$ cat config.mk
export PLATFORM = sky130hd
export DESIGN_NAME = fixed_mult_pipe_flat
export DESIGN_NICKNAME = d
export VERILOG_FILES = /design/src/rtl/fixed_mult_pipe_if.sv /design/src/rtl/fixed_mult_pipe.sv /design/src/flat_wrapper.sv
export SDC_FILE = /design/constraint.sdc
export NUM_CORES = 1
export LEC_CHECK = 0
export CORE_ASPECT_RATIO = 1.75
export CORE_UTILIZATION = 45
export CTS_CLUSTER_DIAMETER = 200
export DETAILED_ROUTE_END_ITERATION = 16
export PLACE_DENSITY = 0.64
export SLEW_MARGIN = 20
export SYNTH_ARGS = -nofsm -noshare
export SYNTH_HDL_FRONTEND = slang
export SYNTH_SLANG_ARGS = --single-unit
$ cat constraint.sdc
create_clock -name clk_i -period 16.4 [get_ports clk_i]
set_input_delay 4.92 -clock clk_i [delete_from_list [all_inputs] [get_ports clk_i]]
set_output_delay 4.92 -clock clk_i [all_outputs]
set_load 0.005 [all_outputs]
$ cat src/rtl/fixed_mult_pipe_if.sv
// Operand/result handshake bundle for fixed_mult_pipe.
// Latency: none (wires only).
// Backpressure: data_ready_o/data_ready_i carry it in each direction.
interface fixed_mult_pipe_if #(
    parameter int DATA_W = 12
);
    logic              data_valid_i;
    logic              data_ready_o;
    logic [DATA_W-1:0] data_1_i;
    logic [DATA_W-1:0] data_2_i;
    logic              data_valid_o;
    logic              data_ready_i;
    logic [DATA_W-1:0] data_mult_o;
    logic              ovf_o;

    // Multiplier side
    modport slave (
        input  data_valid_i, data_1_i, data_2_i, data_ready_i,
        output data_ready_o, data_valid_o, data_mult_o, ovf_o
    );

    // Operand source / result sink side
    modport master (
        output data_valid_i, data_1_i, data_2_i, data_ready_i,
        input  data_ready_o, data_valid_o, data_mult_o, ovf_o
    );
endinterface

$ cat src/rtl/fixed_mult_pipe.sv
// Pipelined fixed-point multiplier with rounding, saturation and overflow flag.
// Latency: PIPE_DEPTH cycles from accepted operands to data_valid_o; 1 result/cycle.
// Backpressure: global enable; whole pipe holds while a result is valid and not accepted.
module fixed_mult_pipe #(
    parameter int DATA_W     = 12,
    parameter int FRAC_W     = 4,
    parameter int PIPE_DEPTH = 3,
    parameter int SIGNED     = 1,
    parameter int ROUND_MODE = 1,
    parameter int SAT_EN     = 1
) (
    input  logic                 clk_i,
    input  logic                 rst_i,
    fixed_mult_pipe_if.slave     bus
);

    localparam int PW   = 2 * DATA_W;
    localparam int PW1  = PW + 1;
    // Product registers between the operand stage and the round/sat stage
    localparam int NRET = PIPE_DEPTH - 2;
    localparam logic SGN = (SIGNED != 0);
    // Half-LSB of the result; zero when truncating or when there is no fraction
    localparam logic [PW:0] RND_C = (ROUND_MODE != 0 && FRAC_W > 0)
                                  ? (PW1'(1) << ((FRAC_W > 0) ? FRAC_W - 1 : 0))
                                  : '0;

    logic                  en;
    logic                  in_xfer;
    logic [PIPE_DEPTH-1:0] vld_q, vld_d;
    logic [DATA_W-1:0]     a_q, b_q;
    logic [PW-1:0]         a_ext, b_ext, prod_c, fin_prod;
    logic [PW:0]           pr_c;
    logic signed [PW:0]    r_c;
    logic [DATA_W-1:0]     res_d, res_q;
    logic                  ovf_d, ovf_q;

    assign en               = ~vld_q[PIPE_DEPTH-1] | bus.data_ready_i;
    assign in_xfer          = bus.data_valid_i & en;
    assign bus.data_ready_o = en;
    assign bus.data_valid_o = vld_q[PIPE_DEPTH-1];
    assign bus.data_mult_o  = res_q;
    assign bus.ovf_o        = ovf_q;

    // Valid chain: shift on enable, bubbles enter as 0, hold otherwise
    always_comb begin
        vld_d = vld_q;
        if (en) begin
            vld_d = {vld_q[PIPE_DEPTH-2:0], in_xfer};
        end
    end

    // Valid chain register; reset flushes everything in flight
    always_ff @(posedge clk_i or posedge rst_i) begin
        if (rst_i) begin
            vld_q <= '0;
        end else begin
            vld_q <= vld_d;
        end
    end

    // Stage 1: operand capture
    always_ff @(posedge clk_i or posedge rst_i) begin
        if (rst_i) begin
            a_q <= '0;
            b_q <= '0;
        end else if (en) begin
            a_q <= bus.data_1_i;
            b_q <= bus.data_2_i;
        end
    end

    // Full-width product; sign extension first makes the low 2*DATA_W bits exact
    always_comb begin
        a_ext  = {{DATA_W{SGN & a_q[DATA_W-1]}}, a_q};
        b_ext  = {{DATA_W{SGN & b_q[DATA_W-1]}}, b_q};
        prod_c = a_ext * b_ext;
    end

    generate
        if (NRET == 0) begin : g_noret
            assign fin_prod = prod_c;
        end else begin : g_ret
            logic [PW-1:0] ret_q [NRET];

            // Product register followed by retiming registers
            always_ff @(posedge clk_i or posedge rst_i) begin
                if (rst_i) begin
                    for (int i = 0; i < NRET; i++) begin
                        ret_q[i] <= '0;
                    end
                end else if (en) begin
                    ret_q[0] <= prod_c;
                    for (int i = 1; i < NRET; i++) begin
                        ret_q[i] <= ret_q[i-1];
                    end
                end
            end

            assign fin_prod = ret_q[NRET-1];
        end
    endgenerate

    // Round in one extra bit so the add cannot wrap, shift, then range-check and clamp
    always_comb begin
        pr_c  = {SGN & fin_prod[PW-1], fin_prod} + RND_C;
        r_c   = $signed(pr_c) >>> FRAC_W;
        res_d = r_c[DATA_W-1:0];
        ovf_d = 1'b0;
        if (SGN) begin
            // In range only when all bits from the sign position upward agree
            ovf_d = ~((&r_c[PW:DATA_W-1]) | ~(|r_c[PW:DATA_W-1]));
            if (ovf_d && SAT_EN != 0) begin
                res_d = r_c[PW] ? {1'b1, {(DATA_W-1){1'b0}}}
                                : {1'b0, {(DATA_W-1){1'b1}}};
            end
        end else begin
            // Unsigned result is never negative, so only the top bound matters
            ovf_d = |r_c[PW:DATA_W];
            if (ovf_d && SAT_EN != 0) begin
                res_d = '1;
            end
        end
    end

    // Final stage: result and overflow registers
    always_ff @(posedge clk_i or posedge rst_i) begin
        if (rst_i) begin
            res_q <= '0;
            ovf_q <= 1'b0;
        end else if (en) begin
            res_q <= res_d;
            ovf_q <= ovf_d;
        end
    end

endmodule
$ cat src/flat_wrapper.sv
// flat-port wrapper written by rule: the top's interface ports become plain ports
module fixed_mult_pipe_flat 
#(
    parameter int DATA_W     = 12,
    parameter int FRAC_W     = 4,
    parameter int PIPE_DEPTH = 3,
    parameter int SIGNED     = 1,
    parameter int ROUND_MODE = 1,
    parameter int SAT_EN     = 1
)
  (clk_i, rst_i, bus_data_valid_i, bus_data_1_i, bus_data_2_i, bus_data_ready_i, bus_data_ready_o, bus_data_valid_o, bus_data_mult_o, bus_ovf_o);
  fixed_mult_pipe_if #(.DATA_W(DATA_W)) bus_i ();
  input  logic clk_i;
  input  logic rst_i;
  input wire logic [$bits(bus_i.data_valid_i)-1:0] bus_data_valid_i;
  input wire logic [$bits(bus_i.data_1_i)-1:0] bus_data_1_i;
  input wire logic [$bits(bus_i.data_2_i)-1:0] bus_data_2_i;
  input wire logic [$bits(bus_i.data_ready_i)-1:0] bus_data_ready_i;
  output wire logic [$bits(bus_i.data_ready_o)-1:0] bus_data_ready_o;
  output wire logic [$bits(bus_i.data_valid_o)-1:0] bus_data_valid_o;
  output wire logic [$bits(bus_i.data_mult_o)-1:0] bus_data_mult_o;
  output wire logic [$bits(bus_i.ovf_o)-1:0] bus_ovf_o;
  assign bus_i.data_valid_i = bus_data_valid_i;
  assign bus_i.data_1_i = bus_data_1_i;
  assign bus_i.data_2_i = bus_data_2_i;
  assign bus_i.data_ready_i = bus_data_ready_i;
  assign bus_data_ready_o = bus_i.data_ready_o;
  assign bus_data_valid_o = bus_i.data_valid_o;
  assign bus_data_mult_o = bus_i.data_mult_o;
  assign bus_ovf_o = bus_i.ovf_o;
  fixed_mult_pipe #(.DATA_W(DATA_W), .FRAC_W(FRAC_W), .PIPE_DEPTH(PIPE_DEPTH), .SIGNED(SIGNED), .ROUND_MODE(ROUND_MODE), .SAT_EN(SAT_EN)) u_core (.clk_i(clk_i), .rst_i(rst_i), .bus(bus_i));
endmodule
==> results of run 1 <==
## metrics by stage
| step | hold WS [ns] | area, sq um | utilization [%] | worst slack (ns) | cells |
|---|---|---|---|---|---|
| final | 0.4823 | 9231 | 50.90 | 4.638 | 1197 |
| after global placement | 0.4654 | 8909 | 49.12 | 4.634 | 1181 |
| after CTS | 0.4889 | 9231 | 50.90 | 4.643 | 1197 |
| after floorplan | 0.4300 | 8348 | - | 6.059 | 947 |
| after global routing | 0.5007 | 9231 | 50.90 | 4.512 | 1197 |
| after detailed placement | 0.4735 | 8909 | 49.12 | 4.649 | 1181 |
## kinds of logic (layout without fill, tap and decap cells)
kind of cell	count (synthesis)	after routing	synth area share (%)
simple gates	347	347	18.86
compound gates	93	93	8.573
xor+xnor	30	30	3.147
flops	61	61	18.29
mux	1	1	0.1349
buf+inv	227	243	10.42
fa+ha+maj	188	188	40.59
## state kept, by name (all words and copies together) (netlist names)
name	flops
u_core.fin_prod	21
u_core.a_q	12
u_core.b_q	12
u_core.bus.data_mult_o	12
u_core.vld_q	3
u_core.bus.ovf_o	1
## path summary, 6_finish.rpt
path                                       startpoint                         end  slack (ns)
max in group asynchronous                       rst_i              u_core.b_q[11]       10.74
min                        u_core.bus.data_mult_o[11]  u_core.bus.data_mult_o[11]        0.48
max reg2reg                            u_core.b_q[11]         u_core.fin_prod[21]       10.47
max                                  bus_data_ready_i            bus_data_ready_o        4.64
min in group asynchronous                       rst_i         u_core.fin_prod[23]        5.10
min reg2reg                u_core.bus.data_mult_o[11]  u_core.bus.data_mult_o[11]        0.48
## cell usage after synthesis, drive strengths merged (12+ instances only)
library cell / number
nand2: 208
inv: 180
fa: 138
dfrtp: 61
ha: 50
and2: 45
clkbuf: 42
nor2: 33
a21oi: 22
o21ai: 20
xnor2: 17
xor2: 13
o311ai: 12
## final cells by class
| type | count | area [sq um] | area share (%) |
|---|---|---|---|
| timing repair buffer | 46 | 450.4 | 4.879 |
| clock buffer | 9 | 225.2 | 2.440 |
| sequential | 61 | 1526 | 16.54 |
| tap | 234 | 292.8 | 3.172 |
| clock inverter | 7 | 97.59 | 1.057 |
| inverter | 181 | 679.4 | 7.360 |
| multi-input combinational | 659 | 5959 | 64.56 |
## worst max-delay path: stages
cell and delay, ns:
clkdlybuf4s50_1 0.44, nor2b_4 0.11, buf_4 0.64, clkinv_1 0.20, clkdlybuf4s50_1 0.49
## layer usage
layer | vias up | track usage, %
li1 | 2932 | -
met1 | 3063 | 22.27
met2 | 113 | 40.11
met3 | 37 | 2.500
met4 | 0 | 7.155
met5 | - | 0
==> flow_metrics.tcl, run 1 <==
set metrics [dict create \
    timing_hold_violations_final 0 \
    drt_iter0_drc 173 \
    grt_pass1_vias 6624 \
    insertion_delay_ns 0.34 \
    critPathKind "primary input to primary output" \
    grtUsageTotal_pct 20.48 \
    path_max_fanout 74 \
    synth-edff-count 0 \
    ant_nets 0 \
    final_common_cell "nand2_1" \
    grt_antenna_before_repair 0 \
    synthArstFlopShare_pct 100.0 \
    worst_ep_required_time_ns 11.48 \
    status "complete, no violations" \
    cts_tree "done" \
    ctsResizeCount 0 \
    place.gp.congestion 0.8669 \
    wl_met2_mm 10.05 \
    synthCells 947 \
    drt-met1-wl_mm 6.827 \
    min_period_ns 11.76 \
    end_kind "primary output" \
    grt-ovfl-total 0 \
    clock-sinks 61 \
    worst_pin_slew_ns 0.8230 \
    grt_pass1_wl_mm 30.96 \
    core_area_sq_mm 0.01814 \
    num_antenna_cells 0 \
    htreeDepth 3 \
    layout_common_cells "208 x nand2_1, 179 x inv_1, 138 x fa_1, 61 x dfrtp_1, 50 x ha_1" \
    hp-class "register to register" \
    clk_pin_slew_worst_paths_ns 0.06 \
    fillCellCount 1770 \
    fmax_mhz 85.02 \
    clk_path_buf_depth 2 \
    fin_nets 1174 \
    wl_met3_um 353 \
    rsz0062_at_grt "no" \
    area_growth_pct 10.58 \
    dieArea_sq_mm 0.01912 \
    dr.pass1.iters 5 \
    num_io_pins 43 \
    cp.arrival_ns 6.84 \
    dpl.hpwl_mm 14.37 \
    tns_ns 0 \
    skew_ns 0.008100 \
    drive_above_1_share_pct 3.946 \
    dieHeight_um 182.2 \
    max_cap_viol_count 0 \
    cp-start-kind "primary input" \
    die_x_um 105.0 \
    synth-main-ff-cell "dfrtp_1" \
    port_buffers 42 \
    ys_types 50 \
    synth_area_sq_mm 0.008348 \
    highest_layer "met4" \
    ys_seq_area_share_pct 18.29 \
    hold_buffers 0 \
    initial_core_util_pct 46.03 \
    synth_seq_cells 61 \
    vias_per_cell 5.134 \
    syn-num-nets 1163 \
    wirelength_mm 17.73 \
    grt_max_degree 75 \
    synth.top_cell.area_share_pct 33.09 \
    cts-root-buf "clkbuf_16" \
    min_path_cells 2 \
    row_count 65 \
    post_cts.repair.setup_buffers 0 \
    syn_area_per_cell_sq_um 8.815 \
    synth_top_area_cell "fa_1" \
    vias 6145 \
    drv_slew 0 \
    synth_warnings 0 \
    drc_errors 0 \
    fin_crit_sh_pct 71.72 \
    setup_viol 0 \
    cts_inserted_buffers 9 \
    r2r_cells 17 \
    avgRoutedWirePerCell_um 14.82 \
    yosys-top-cells-area "fa_1 33%, dfrtp_1 18%, nand2_1 9.4%" \
    relSlewSlack_pct 45.13 \
]
Power of run 1 is not shown: default switching activity piles up to over one toggle a cycle in this logic, so the estimate is an artifact.
==> run 2, diff against run 1 <==
- clock period: 16.4 -> 11.43 ns (I/O delays scaled with it)
==> flow_metrics.tcl, run 2 (same netlist as run 1, synthesis figures left out) <==
set metrics [dict create \
    cts-root-buf "clkbuf_16" \
    worst_ep_required_time_ns 8.00 \
    post_cts.repair.setup_buffers 0 \
    initial_core_util_pct 46.03 \
    rrSetupSlack_ns 5.57 \
    min_period_ns 8.025 \
    grtUsageTotal_pct 20.41 \
    utilization_pct 50.91 \
    r2r_start "u_core.a_q[4]" \
    use_met1_pct 22.70 \
    reg2reg_to "u_core.fin_prod[21]" \
    path_max_fanout 2 \
    dieHeight_um 182.2 \
    r2r_cells 17 \
    register_area_sq_mm 0.001526 \
    multi_input_area_sq_mm 0.005959 \
    worst_pin_slew_ns 0.8111 \
    grt.met2_usage_pct 39.60 \
    layout_common_cells "208 x nand2_1, 179 x inv_1, 138 x fa_1, 61 x dfrtp_1, 50 x ha_1" \
    max_cap_viol_count 0 \
    htreeDepth 3 \
    core_area_sq_mm 0.01814 \
    ctsResizeCount 0 \
    status "complete, no violations" \
    min_path_cells 2 \
    dpl.hpwl_mm 14.38 \
    cp.arrival_ns 4.60 \
    drc_errors 0 \
    tns_ns 0 \
    drive_above_1_share_pct 3.946 \
    area_growth_pct 10.60 \
    grt_pass1_wl_mm 30.84 \
    fmax_mhz 124.6 \
    vias 6145 \
    clk_pin_slew_worst_paths_ns 0.06 \
    skew_ns 0.01096 \
    ant_nets 0 \
    grt-ovfl-total 0 \
    fillCellCount 1734 \
    drt_iter0_drc 183 \
    grt_use_met3_pct 2.464 \
    row_count 65 \
    num_antenna_cells 0 \
    largest_reg_flops 21 \
    drv_slew 0 \
    port_buffers 42 \
    dr.pass1.iters 4 \
    end_kind "primary output" \
    clock-sinks 61 \
    rsz0062_at_grt "no" \
    grt_pass1_vias 6521 \
    fin_crit_sh_pct 70.21 \
    dieArea_sq_mm 0.01912 \
    die_x_um 105.0 \
    fin_nets 1174 \
    hold_buffers 0 \
    setup_viol 0 \
    avgRoutedWirePerCell_um 14.93 \
    critPathKind "primary input to primary output" \
    clk_path_buf_depth 2 \
    hp-class "register to register" \
    endpoint "bus_data_ready_o" \
    crit_start "bus_data_ready_i" \
    grt_antenna_before_repair 0 \
    place.gp.congestion 0.8243 \
    cts_tree "done" \
    wirelength_mm 17.87 \
    relSlewSlack_pct 45.93 \
    vias_per_cell 5.134 \
    insertion_delay_ns 0.34 \
    timing_hold_violations_final 0 \
    final_common_cell "nand2_1" \
    cp-start-kind "primary input" \
    num_io_pins 43 \
    cts_inserted_buffers 9 \
    gr-max-usage-layer "met2" \
    grt_max_degree 74 \
]
run 2: changes by cell type in the layout (fill, tap and decap cells not counted):
cell / change
clkinv_4: +1
clkinvlp_4: -1
run 2: worst min path at each step:
stage	endpoint	from	slack [ns]
final	u_core.vld_q[0]	u_core.vld_q[0]	0.47
after floorplan	u_core.vld_q[1]	u_core.vld_q[1]	0.43
after global placement	u_core.vld_q[1]	u_core.vld_q[1]	0.45
after global routing	u_core.vld_q[0]	u_core.vld_q[0]	0.52
after CTS	u_core.vld_q[0]	u_core.vld_q[0]	0.47
after detailed placement	u_core.vld_q[0]	u_core.vld_q[0]	0.46
run 2: critical path, stage by stage:
cell	delay [ns]
clkdlybuf4s50_1	0.46
nor2b_4	0.13
clkinv_1	0.10
clkdlybuf4s50_1	0.47
run 2: metrics by stage:
step | setup WS (ns) | cells | hold slack [ns] | instance area (sq um)
finish | 3.405 | 1197 | 0.4669 | 9233
global placement | 3.363 | 1181 | 0.4475 | 8909
global route | 3.345 | 1197 | 0.5179 | 9233
CTS | 3.360 | 1197 | 0.4730 | 9233
detailed placement | 3.374 | 1181 | 0.4604 | 8909
floorplan | 4.071 | 947 | 0.4300 | 8348
run 2: area by class of cell:
| cell class | count | share of cell area [%] |
|---|---|---|
| repair buffers | 46 | 4.879 |
| clock inverters | 7 | 1.071 |
| well taps | 234 | 3.171 |
| multi-input cells | 659 | 64.55 |
| flip-flops and latches | 61 | 16.53 |
| inverters | 181 | 7.359 |
| clock buffers | 9 | 2.439 |
run 2: layer usage:
layer	vias up	wire [um]
li1	2923	-
met1	3061	6875
met2	125	10070
met3	36	514
met4	0	404
met5	-	0
Power of run 2 is left out for the same reason.
==> run 3, diff against run 2 <==
- PLACE_DENSITY: 0.64 -> 0.66
- clock period: 11.43 -> 7.15 ns (I/O delays scaled with it)
==> flow_metrics.tcl, run 3 (same netlist as run 1, synthesis figures left out) <==
set metrics [dict create \
    rsz0062_at_grt "no" \
    initial_core_util_pct 46.03 \
    grt_antenna_before_repair 0 \
    dieHeight_um 182.2 \
    setup_viol 0 \
    grt_pass1_wl_mm 32.44 \
    core_area_sq_mm 0.01814 \
    tns_ns 0 \
    vias_per_cell 5.198 \
    vias 6217 \
    cts_inserted_buffers 9 \
    cts-root-buf "clkbuf_16" \
    largest_reg_flops 21 \
    insertion_delay_ns 0.33 \
    avgRoutedWirePerCell_um 16.41 \
    multi_input_area_sq_mm 0.005959 \
    path_max_fanout 12 \
    grt_pass1_vias 6668 \
    grt_max_degree 74 \
    area_growth_pct 10.43 \
    crit_start "u_core.b_q[11]" \
    drive_above_1_share_pct 3.846 \
    timing_hold_violations_final 0 \
    relSlewSlack_pct 45.21 \
    min_period_ns 5.818 \
    cp.arrival_ns 6.04 \
    critPathKind "register to register" \
    num_io_pins 43 \
    dr.pass1.iters 7 \
    drc_errors 0 \
    fin_crit_sh_pct 81.38 \
    clk_path_buf_depth 2 \
    end_kind "register" \
    status "complete, no violations" \
    r2r_start "u_core.b_q[11]" \
    port_buffers 42 \
    cts_tree "done" \
    grtUsageTotal_pct 22.06 \
    dpl.hpwl_mm 16.18 \
    layout_common_cells "208 x nand2_1, 179 x inv_1, 138 x fa_1, 61 x dfrtp_1, 50 x ha_1" \
    drv_slew 0 \
    dieArea_sq_mm 0.01912 \
    clk_pin_slew_worst_paths_ns 0.06 \
    grt-ovfl-total 0 \
    final_common_cell "nand2_1" \
    fmax_mhz 171.9 \
    post_cts.repair.setup_buffers 0 \
    hp-class "register to register" \
    row_count 65 \
    worst_ep_required_time_ns 7.37 \
    clock-sinks 61 \
    max_cap_viol_count 0 \
    fillCellCount 1745 \
    holdCritStartpoint "u_core.vld_q[1]" \
    skew_ns 0.01104 \
    cp-start-kind "register" \
    die_x_um 105.0 \
    wirelength_mm 19.62 \
    num_antenna_cells 0 \
    worst_pin_slew_ns 0.8218 \
    fin_nets 1174 \
    htreeDepth 3 \
    ant_nets 0 \
    register_area_sq_mm 0.001526 \
    ctsResizeCount 0 \
    place.gp.congestion 0.9580 \
    drt_iter0_drc 272 \
    hold_buffers 0 \
]
[run 3: cell types whose count changed in the layout (fill, tap and decap cells not counted), sizes merged]
cell	before	now
clkinv	4	3
clkbuf	9	12
clkinvlp	1	0
inv	181	180
bufinv	2	1
[run 3: final cells by class]
| type | instances | area share [%] |
|---|---|---|
| clock inverters | 3 | 0.4750 |
| inverters | 181 | 7.370 |
| flip-flops and latches | 61 | 16.56 |
| clock buffers | 12 | 2.891 |
| well taps | 234 | 3.176 |
| multi-input cells | 659 | 64.64 |
| repair buffers | 46 | 4.886 |
[run 3: worst paths after layout]
check | end | slack (ns) | cells past startpoint
max | u_core.fin_prod[21] | 1.33 | 17
min | u_core.vld_q[2] | 0.47 | 1
max reg2reg | u_core.fin_prod[21] | 1.33 | 17
min reg2reg | u_core.vld_q[2] | 0.47 | 1
max in group asynchronous | u_core.a_q[6] | 4.24 | 3
min in group asynchronous | u_core.bus.data_mult_o[11] | 2.36 | 3
[run 3: worst max-delay path: stages, from the launching register on]
cell and delay, ns:
dfrtp_1 0.40, inv_1 0.34, nor2_1 0.10, fa_1 0.49
fa_1 0.53, fa_1 0.53, fa_1 0.55, inv_1 0.06
fa_1 0.52, inv_1 0.04, ha_1 0.33, and2_1 0.19
or3_4 0.33, o311ai_2 0.35, a21oi_2 0.13, o31a_1 0.30
or3_1 0.31, a31o_1 0.21
[run 3: metrics by stage]
stage	std cells	setup WS (ns)	utilization (%)	hold WS [ns]	area, sq um
6_report	1196	1.332	50.83	0.4691	9219
5_1_grt	1196	1.119	50.83	0.5003	9219
4_1_cts	1196	1.321	50.83	0.4712	9219
3_5_place_dp	1181	1.335	49.12	0.4593	8909
3_3_place_gp	1181	1.464	49.12	0.4432	8909
2_1_floorplan	947	1.597	-	0.4300	8348
[run 3: routing by layer]
layer	routed length, um	global-route usage [%]	vias up
li1	-	-	2922
met4	1043	12.00	0
met5	0	0	-
met3	569	2.286	60
met1	6825	22.60	3068
met2	11180	43.05	167
Power of run 3 is left out for the same reason.
